$ cat config.mk
export PLATFORM = sky130hd
export DESIGN_NAME = store_unit_flat
export DESIGN_NICKNAME = d
export VERILOG_FILES = /design/src/rtl/store_unit_if.sv /design/src/rtl/store_unit.sv /design/src/flat_wrapper.sv
export SDC_FILE = /design/constraint.sdc
export NUM_CORES = 1
export LEC_CHECK = 0
export CORE_MARGIN = 3
export CORE_UTILIZATION = 52
export CTS_CLUSTER_SIZE = 25
export DETAILED_ROUTE_END_ITERATION = 8
export HOLD_SLACK_MARGIN = 0.1
export PLACE_DENSITY = 0.83
export SKIP_LAST_GASP = 1
export SYNTH_ARGS = -nofsm -noshare
export SYNTH_HDL_FRONTEND = slang
export SYNTH_SLANG_ARGS = --single-unit
$ cat constraint.sdc
create_clock -name clk -period 11.3 [get_ports clk]
set_input_delay 2.26 -clock clk [delete_from_list [all_inputs] [get_ports clk]]
set_output_delay 2.26 -clock clk [all_outputs]
set_load 0.005 [all_outputs]
$ cat src/rtl/store_unit_if.sv
`default_nettype none
// ============================================================================
// Module      : store_unit_if
// Description : Store-request, memory-write and load-probe bundle shared by
//               the MEM stage (master) and the store buffer (slave).
// Revision    : 1.0 - initial release
// ============================================================================
interface store_unit_if;
    // MEM stage store request
    logic        StoreValid;
    logic        StoreReady;
    logic [31:0] Addr;
    logic [31:0] RtData;
    logic [2:0]  Memfunc;
    // Data-memory write port
    logic        MemReq;
    logic        MemAck;
    logic [31:0] MemAddr;
    logic [31:0] MemWData;
    logic [3:0]  MemBE;
    // Status / hazard probe
    logic        AlignErr;
    logic [31:0] LoadAddr;
    logic        LoadHit;
    logic        Empty;

    modport master (
        output StoreValid, Addr, RtData, Memfunc, MemAck, LoadAddr,
        input  StoreReady, MemReq, MemAddr, MemWData, MemBE, AlignErr,
               LoadHit, Empty
    );

    modport slave (
        input  StoreValid, Addr, RtData, Memfunc, MemAck, LoadAddr,
        output StoreReady, MemReq, MemAddr, MemWData, MemBE, AlignErr,
               LoadHit, Empty
    );
endinterface
`default_nettype wire

$ cat src/rtl/store_unit.sv
`default_nettype none
// ============================================================================
// Module      : store_unit
// Description : Store buffer between the MEM stage and data memory. Formats
//               byte/halfword/word stores into lane-replicated data plus byte
//               enables, drops misaligned stores with a one-cycle error pulse,
//               queues aligned stores in a DEPTH-entry FIFO and flags loads
//               that overlap a buffered word.
// Revision    : 1.0 - initial release
// ============================================================================
module store_unit #(
    parameter int DEPTH = 4
) (
    input  wire logic   clk,
    input  wire logic   rst,
    store_unit_if.slave bus
);

    localparam int PTR_W = $clog2(DEPTH);
    localparam int CNT_W = PTR_W + 1;

    // Access-type encodings (mem_func codes)
    localparam logic [2:0] MF_BS = 3'd0;
    localparam logic [2:0] MF_BU = 3'd1;
    localparam logic [2:0] MF_HS = 3'd2;
    localparam logic [2:0] MF_HU = 3'd3;
    localparam logic [2:0] MF_WD = 3'd4;
    localparam logic [2:0] MF_WL = 3'd5;
    localparam logic [2:0] MF_WR = 3'd6;

    // Entry storage
    logic [29:0]      ent_addr_q [DEPTH];
    logic [29:0]      ent_addr_d [DEPTH];
    logic [31:0]      ent_data_q [DEPTH];
    logic [31:0]      ent_data_d [DEPTH];
    logic [3:0]       ent_be_q   [DEPTH];
    logic [3:0]       ent_be_d   [DEPTH];
    logic [DEPTH-1:0] valid_q;
    logic [DEPTH-1:0] valid_d;

    // Pointers and occupancy
    logic [PTR_W-1:0] wr_ptr_q, wr_ptr_d;
    logic [PTR_W-1:0] rd_ptr_q, rd_ptr_d;
    logic [CNT_W-1:0] count_q,  count_d;

    // Registered head-of-queue presentation
    logic [29:0] head_addr_q, head_addr_d;
    logic [31:0] head_data_q, head_data_d;
    logic [3:0]  head_be_q,   head_be_d;
    logic        align_err_q, align_err_d;

    // Formatting and handshake decode
    logic [31:0]      fmt_data;
    logic [3:0]       fmt_be;
    logic             misaligned;
    logic             store_ready;
    logic             accept;
    logic             push;
    logic             pop;
    logic [DEPTH-1:0] hit_vec;
    logic             unused_ok;

    // Lane replication, byte enables and alignment check for the incoming store
    always_comb begin
        fmt_data   = bus.RtData;
        fmt_be     = 4'b1111;
        misaligned = 1'b0;
        case (bus.Memfunc)
            MF_BS, MF_BU: begin
                fmt_data = {4{bus.RtData[7:0]}};
                fmt_be   = 4'b0001 << bus.Addr[1:0];
            end
            MF_HS, MF_HU: begin
                fmt_data   = {2{bus.RtData[15:0]}};
                fmt_be     = bus.Addr[1] ? 4'b1100 : 4'b0011;
                misaligned = bus.Addr[0];
            end
            MF_WD: begin
                misaligned = (bus.Addr[1:0] != 2'b00);
            end
            MF_WL: fmt_be = 4'b1100;
            MF_WR: fmt_be = 4'b0011;
            default: begin
                fmt_data = bus.RtData;
                fmt_be   = 4'b1111;
            end
        endcase
    end

    // Handshake, FIFO next state and next head-of-queue selection
    always_comb begin
        store_ready = (count_q < CNT_W'(DEPTH));
        accept      = bus.StoreValid && store_ready;
        push        = accept && !misaligned;
        // An ack with nothing pending is ignored.
        pop         = bus.MemAck && (count_q != '0);

        ent_addr_d = ent_addr_q;
        ent_data_d = ent_data_q;
        ent_be_d   = ent_be_q;
        valid_d    = valid_q;
        wr_ptr_d   = wr_ptr_q;
        rd_ptr_d   = rd_ptr_q;
        count_d    = count_q;

        // A push never targets the slot being popped: that would need a full
        // buffer, and a full buffer does not accept.
        if (push) begin
            ent_addr_d[wr_ptr_q] = bus.Addr[31:2];
            ent_data_d[wr_ptr_q] = fmt_data;
            ent_be_d[wr_ptr_q]   = fmt_be;
            valid_d[wr_ptr_q]    = 1'b1;
            wr_ptr_d             = wr_ptr_q + 1'b1;
        end
        if (pop) begin
            valid_d[rd_ptr_q] = 1'b0;
            rd_ptr_d          = rd_ptr_q + 1'b1;
        end
        case ({push, pop})
            2'b10:   count_d = count_q + 1'b1;
            2'b01:   count_d = count_q - 1'b1;
            default: count_d = count_q;
        endcase

        // Head comes from the post-update storage so a store pushed into an
        // empty (or just-drained) buffer is presented straight away.
        if (count_d == '0) begin
            head_addr_d = '0;
            head_data_d = '0;
            head_be_d   = '0;
        end else begin
            head_addr_d = ent_addr_d[rd_ptr_d];
            head_data_d = ent_data_d[rd_ptr_d];
            head_be_d   = ent_be_d[rd_ptr_d];
        end

        align_err_d = accept && misaligned;
    end

    // State registers with asynchronous clear of every entry and output
    always_ff @(posedge clk or posedge rst) begin
        if (rst) begin
            for (int i = 0; i < DEPTH; i++) begin
                ent_addr_q[i] <= '0;
                ent_data_q[i] <= '0;
                ent_be_q[i]   <= '0;
            end
            valid_q     <= '0;
            wr_ptr_q    <= '0;
            rd_ptr_q    <= '0;
            count_q     <= '0;
            head_addr_q <= '0;
            head_data_q <= '0;
            head_be_q   <= '0;
            align_err_q <= 1'b0;
        end else begin
            ent_addr_q  <= ent_addr_d;
            ent_data_q  <= ent_data_d;
            ent_be_q    <= ent_be_d;
            valid_q     <= valid_d;
            wr_ptr_q    <= wr_ptr_d;
            rd_ptr_q    <= rd_ptr_d;
            count_q     <= count_d;
            head_addr_q <= head_addr_d;
            head_data_q <= head_data_d;
            head_be_q   <= head_be_d;
            align_err_q <= align_err_d;
        end
    end

    // Per-entry word-address match against the load in MEM
    generate
        for (genvar g = 0; g < DEPTH; g++) begin : g_hit
            assign hit_vec[g] = valid_q[g] && (ent_addr_q[g] == bus.LoadAddr[31:2]);
        end
    endgenerate

    // Byte offset of the load address does not matter for word overlap.
    assign unused_ok = ^bus.LoadAddr[1:0];

    assign bus.StoreReady = store_ready;
    assign bus.MemReq     = (count_q != '0);
    assign bus.Empty      = (count_q == '0);
    assign bus.MemAddr    = {head_addr_q, 2'b00};
    assign bus.MemWData   = head_data_q;
    assign bus.MemBE      = head_be_q;
    assign bus.AlignErr   = align_err_q;
    assign bus.LoadHit    = |hit_vec;

endmodule
`default_nettype wire

$ cat src/flat_wrapper.sv
// flat-port wrapper written by rule: the top's interface ports become plain ports
module store_unit_flat 
#(
    parameter int DEPTH = 4
)
  (clk, rst, bus_StoreValid, bus_Addr, bus_RtData, bus_Memfunc, bus_MemAck, bus_LoadAddr, bus_StoreReady, bus_MemReq, bus_MemAddr, bus_MemWData, bus_MemBE, bus_AlignErr, bus_LoadHit, bus_Empty);
  store_unit_if bus_i ();
  input  wire logic clk;
  input  wire logic rst;
  input wire logic [$bits(bus_i.StoreValid)-1:0] bus_StoreValid;
  input wire logic [$bits(bus_i.Addr)-1:0] bus_Addr;
  input wire logic [$bits(bus_i.RtData)-1:0] bus_RtData;
  input wire logic [$bits(bus_i.Memfunc)-1:0] bus_Memfunc;
  input wire logic [$bits(bus_i.MemAck)-1:0] bus_MemAck;
  input wire logic [$bits(bus_i.LoadAddr)-1:0] bus_LoadAddr;
  output wire logic [$bits(bus_i.StoreReady)-1:0] bus_StoreReady;
  output wire logic [$bits(bus_i.MemReq)-1:0] bus_MemReq;
  output wire logic [$bits(bus_i.MemAddr)-1:0] bus_MemAddr;
  output wire logic [$bits(bus_i.MemWData)-1:0] bus_MemWData;
  output wire logic [$bits(bus_i.MemBE)-1:0] bus_MemBE;
  output wire logic [$bits(bus_i.AlignErr)-1:0] bus_AlignErr;
  output wire logic [$bits(bus_i.LoadHit)-1:0] bus_LoadHit;
  output wire logic [$bits(bus_i.Empty)-1:0] bus_Empty;
  assign bus_i.StoreValid = bus_StoreValid;
  assign bus_i.Addr = bus_Addr;
  assign bus_i.RtData = bus_RtData;
  assign bus_i.Memfunc = bus_Memfunc;
  assign bus_i.MemAck = bus_MemAck;
  assign bus_i.LoadAddr = bus_LoadAddr;
  assign bus_StoreReady = bus_i.StoreReady;
  assign bus_MemReq = bus_i.MemReq;
  assign bus_MemAddr = bus_i.MemAddr;
  assign bus_MemWData = bus_i.MemWData;
  assign bus_MemBE = bus_i.MemBE;
  assign bus_AlignErr = bus_i.AlignErr;
  assign bus_LoadHit = bus_i.LoadHit;
  assign bus_Empty = bus_i.Empty;
  store_unit #(.DEPTH(DEPTH)) u_core (.clk(clk), .rst(rst), .bus(bus_i));
endmodule
==> summary.md <==
| Metric | Value |
|---|---|
| Vias per std cell | between 6 and 7 |
| DRC viols | 0 |
| Die Area | 34600 sq um |
| Fin worst setup slack | 4.31 ns |
| Top post-synthesis cells by area | dfrtp_1 51%, nand2_1 9.9%, mux2i_1 4.9%, xnor2_1 4.1%, nor2_1 3.2% |
| Hold-fix buffers, CTS | 0 |
| Sequential fraction of the synthesis area | 50.8% |
| Drt pass-1 iters | 6 |
| Congestion Overflow GR | 0 |
| Leading area contributor after synthesis | dfrtp_1 |
| Vias post-DR | 15000 |
| Final non-filler cell total | approximately 2300 |
| Vias in the first global route | roughly 15000 |
| Clock skew | between 0.02 and 0.03 ns |
| Worst-Margin Slew | 1.13 ns |
| Synthesized instance count | 1795 |
| Clock Latency Late Sink | 0.53 ns |
| Hold Path Class | reg -> reg |
| Total GRT Usage | 30.3% |
| Hold Path End | u_core.ent_data_q[70]$_DFF_PP0_ |
| First-pass GRT wire length | 81800 um |
| Worst hold margin | 0.473 ns |
| Relative slew slack | 24.2% |
| Max Fclk | roughly 140 MHz |
| Uppermost layer routed | met4 |
| CP Max Fanout | 37 |
| Max-cap violations | 0 |
| Pre-CTS setup slack | 3.99 ns |
| Hold Path Stages | 2 |
| M1 wire length | 19700 um |
| Mean Syn Cell Area | 9.39 sq um |
| Synth Cell Area | about 17000 sq um |
| Post-synth EDFFs | 0 |
| PwrDens | 317 nW/um^2 |
| Flop2flop setup slack | around 7.2 ns |
| Longest Clk Path Bufs | 3 |
| Max-slew violations | 0 |
| Setup bufs post-CTS | 0 |
| RD Place Congestion | 0.937 |
| HPWL after DPL | 31400 um |
| Hold Crit Start | u_core.ent_data_q[70]$_DFF_PP0_ |
| Initial core utilization | 53.1% |
| Final Hold Viols | 0 |
| Synth warn | 0 |
| Worst Path Arrival | 7.39 ns |
| Most frequent cells in the layout | 443 x nand2_1, 342 x dfrtp_1, 171 x clkdlybuf4s50_1, 142 x nor2_1, 81 x mux2i_1 |
| CP Launch Type | primary input |
| Tcrit/Tclk final | around three fifths |
| Distinct cell type count of the synthesized netlist | between 50 and 60 |
| Port Buf Inserts | 171 |
| Clock Pin Slew Worst Setup and Hold Paths | 0.07 ns |
| Setup tns final | 0 ns |
| Reg2reg path depth | 8 |
| Area share of the largest cell type after synthesis | 50.8% |
| CTS tree | built |
| Placed Cells | 2245 |
| RSZ-0062 raised after global routing | no |
| Syn-to-layout area delta | 18.2% |
| Register area | 8560 sq um |
| DP Area | 18700 sq um |
| Area of the multi-input gates | roughly 7500 sq um |
| Crit path required time | ~12 ns |
| Min cycle time layout | 6.99 ns |
| Final net count | about 2000 |
| Commonest non-fill, non-tap cell in the layout | nand2_1 |
| Die height | about 190 um |
| 1st-iter DRT viols | between 1500 and 2000 |
| WL final | between 50000 and 60000 um |
| Fill cells | 2445 |
| Post-cts repair resize count | 0 |
| Setup-failing EPs final | 0 |
| CTS Buf Count | 37 |
| R2R Path End | u_core.head_addr_q[18]$_DFF_PP0_ |
| Antenna Nets Post-Route | 0 |
| Die X | 186 um |
| Leakage | 0.00892 uW |
| Worst VDD drop | 0.217 mV |
| Layout cell share with drive strength beyond 1 | 6.92% |
| Yosys reg bits | 342 |
| IO Count | 176 |
| Synth Flop Type | dfrtp_1 |
| Htree depth | 2 |
| Initial antenna violation count | 1 |
| Largest net degree at the start of global routing | ~200 |
| WL per Instance | 23.0 um |
| Rows | 65 |
| Crit. End Element | register |
| Status | finished clean |
| Critical path type | in -> reg |
| Reg2Reg Launch Point | u_core.count_q[0]$_DFF_PP0_ |
| # clock sinks | around 340 |
| Root Buffer | clkbuf_16 |
| Fin area | 19900 sq um |
| DR WL met3 | 6380 um |
| Core footprint | 31700 sq um |
| WL met2 | roughly 24000 um |
| Asr flop ratio synth | 100% |
==> through the flow <==
step                      total power (uW)  util (%)
after floorplan                       3960         -
after global placement                4830      58.8
after detailed placement              4950      58.8
after CTS                             6230      62.8
after global routing                  6630      62.8
final                                 6320      62.8
==> state kept, by name (all words and copies together) (netlist names) <==
name,count
u_core.ent_data_q,128
u_core.ent_addr_q,120
u_core.bus.AlignErr,1
u_core.bus.MemWData,32
u_core.wr_ptr_q,2
u_core.bus.MemBE,4
u_core.rd_ptr_q,2
u_core.ent_be_q,16
u_core.head_addr_q,30
u_core.valid_q,4
u_core.count_q,3
==> worst max-delay path, stage by stage <==
cell and delay, ns:
clkdlybuf4s50_1 0.88, nor4bb_4 1.09, or3_1 0.23, nor2_1 0.09
inv_1 0.07, ha_1 0.20, inv_1 0.08, fa_1 0.37
xor2_1 0.17, or3_1 0.40, a31oi_4 0.51, buf_4 0.57
o221ai_1 0.23, o32ai_1 0.23
==> logic make-up (layout without fill, tap and decap cells) <==
kind of cell,after synthesis,after routing,share of synthesized area [%]
xor+xnor,124,124,6.45
compound gates,351,351,13.7
simple gates,656,656,16.1
buf+inv,195,307,5.06
mux,116,116,7.14
fa+ha+maj,10,10,0.787
other cells,1,4,0.0223
flops,342,342,50.8
==> report_power, final <==
group          leakage (uW)  total [uW]  switching [uW]  internal, uW
Sequential          0.00413        2190             360          1830
Combinational       0.00418        2890            1730          1160
Clock              0.000606        1240             500           743
Total               0.00892        6320            2590          3730
==> per-layer routing <==
layer  track usage [%]  up-vias
met5                 0        -
met3              8.31      238
met2              47.9     1130
met1              38.3     7282
li1                  -     6307
met4              15.5        0
==> cell usage after synthesis, types with 6 or more instances <==
master	n
buf_2	31
buf_1	14
xor2_1	45
o22ai_1	78
nand2_1	445
nor2_1	142
o21ai_0	71
o2bb2ai_1	8
o41ai_1	8
xnor2_1	79
nand4_1	25
nor4_1	17
buf_6	8
o31ai_1	7
ha_1	9
inv_1	48
o32ai_1	39
clkbuf_1	87
mux2i_1	83
o221ai_1	30
mux2_2	28
a21oi_1	80
dfrtp_1	342
buf_4	6
a22o_1	16
==> how the worst max path moves through the flow <==
stage | from | to | depth (start not counted)
after floorplan | rst | u_core.bus.AlignErr$_DFF_PP0_ | 1
after global placement | bus_Memfunc[1] | u_core.head_addr_q[8]$_DFF_PP0_ | 14
after detailed placement | bus_Memfunc[1] | u_core.head_addr_q[8]$_DFF_PP0_ | 14
after CTS | bus_Memfunc[1] | u_core.head_addr_q[8]$_DFF_PP0_ | 14
after global routing | bus_Memfunc[1] | u_core.head_addr_q[26]$_DFF_PP0_ | 14
final | bus_Memfunc[1] | u_core.head_addr_q[18]$_DFF_PP0_ | 14
==> final cells by class <==
type | count | share of cell area [%]
diodes | 2 | 0.0251
repair buffers | 193 | 9.48
clock buffers | 48 | 5.21
clock inverters | 17 | 1.07
well taps | 402 | 2.52
inverters | 49 | 0.942
multi-input cells | 1259 | 37.8
flip-flops and latches | 342 | 43.0
Power figures use the tool's default switching activity.
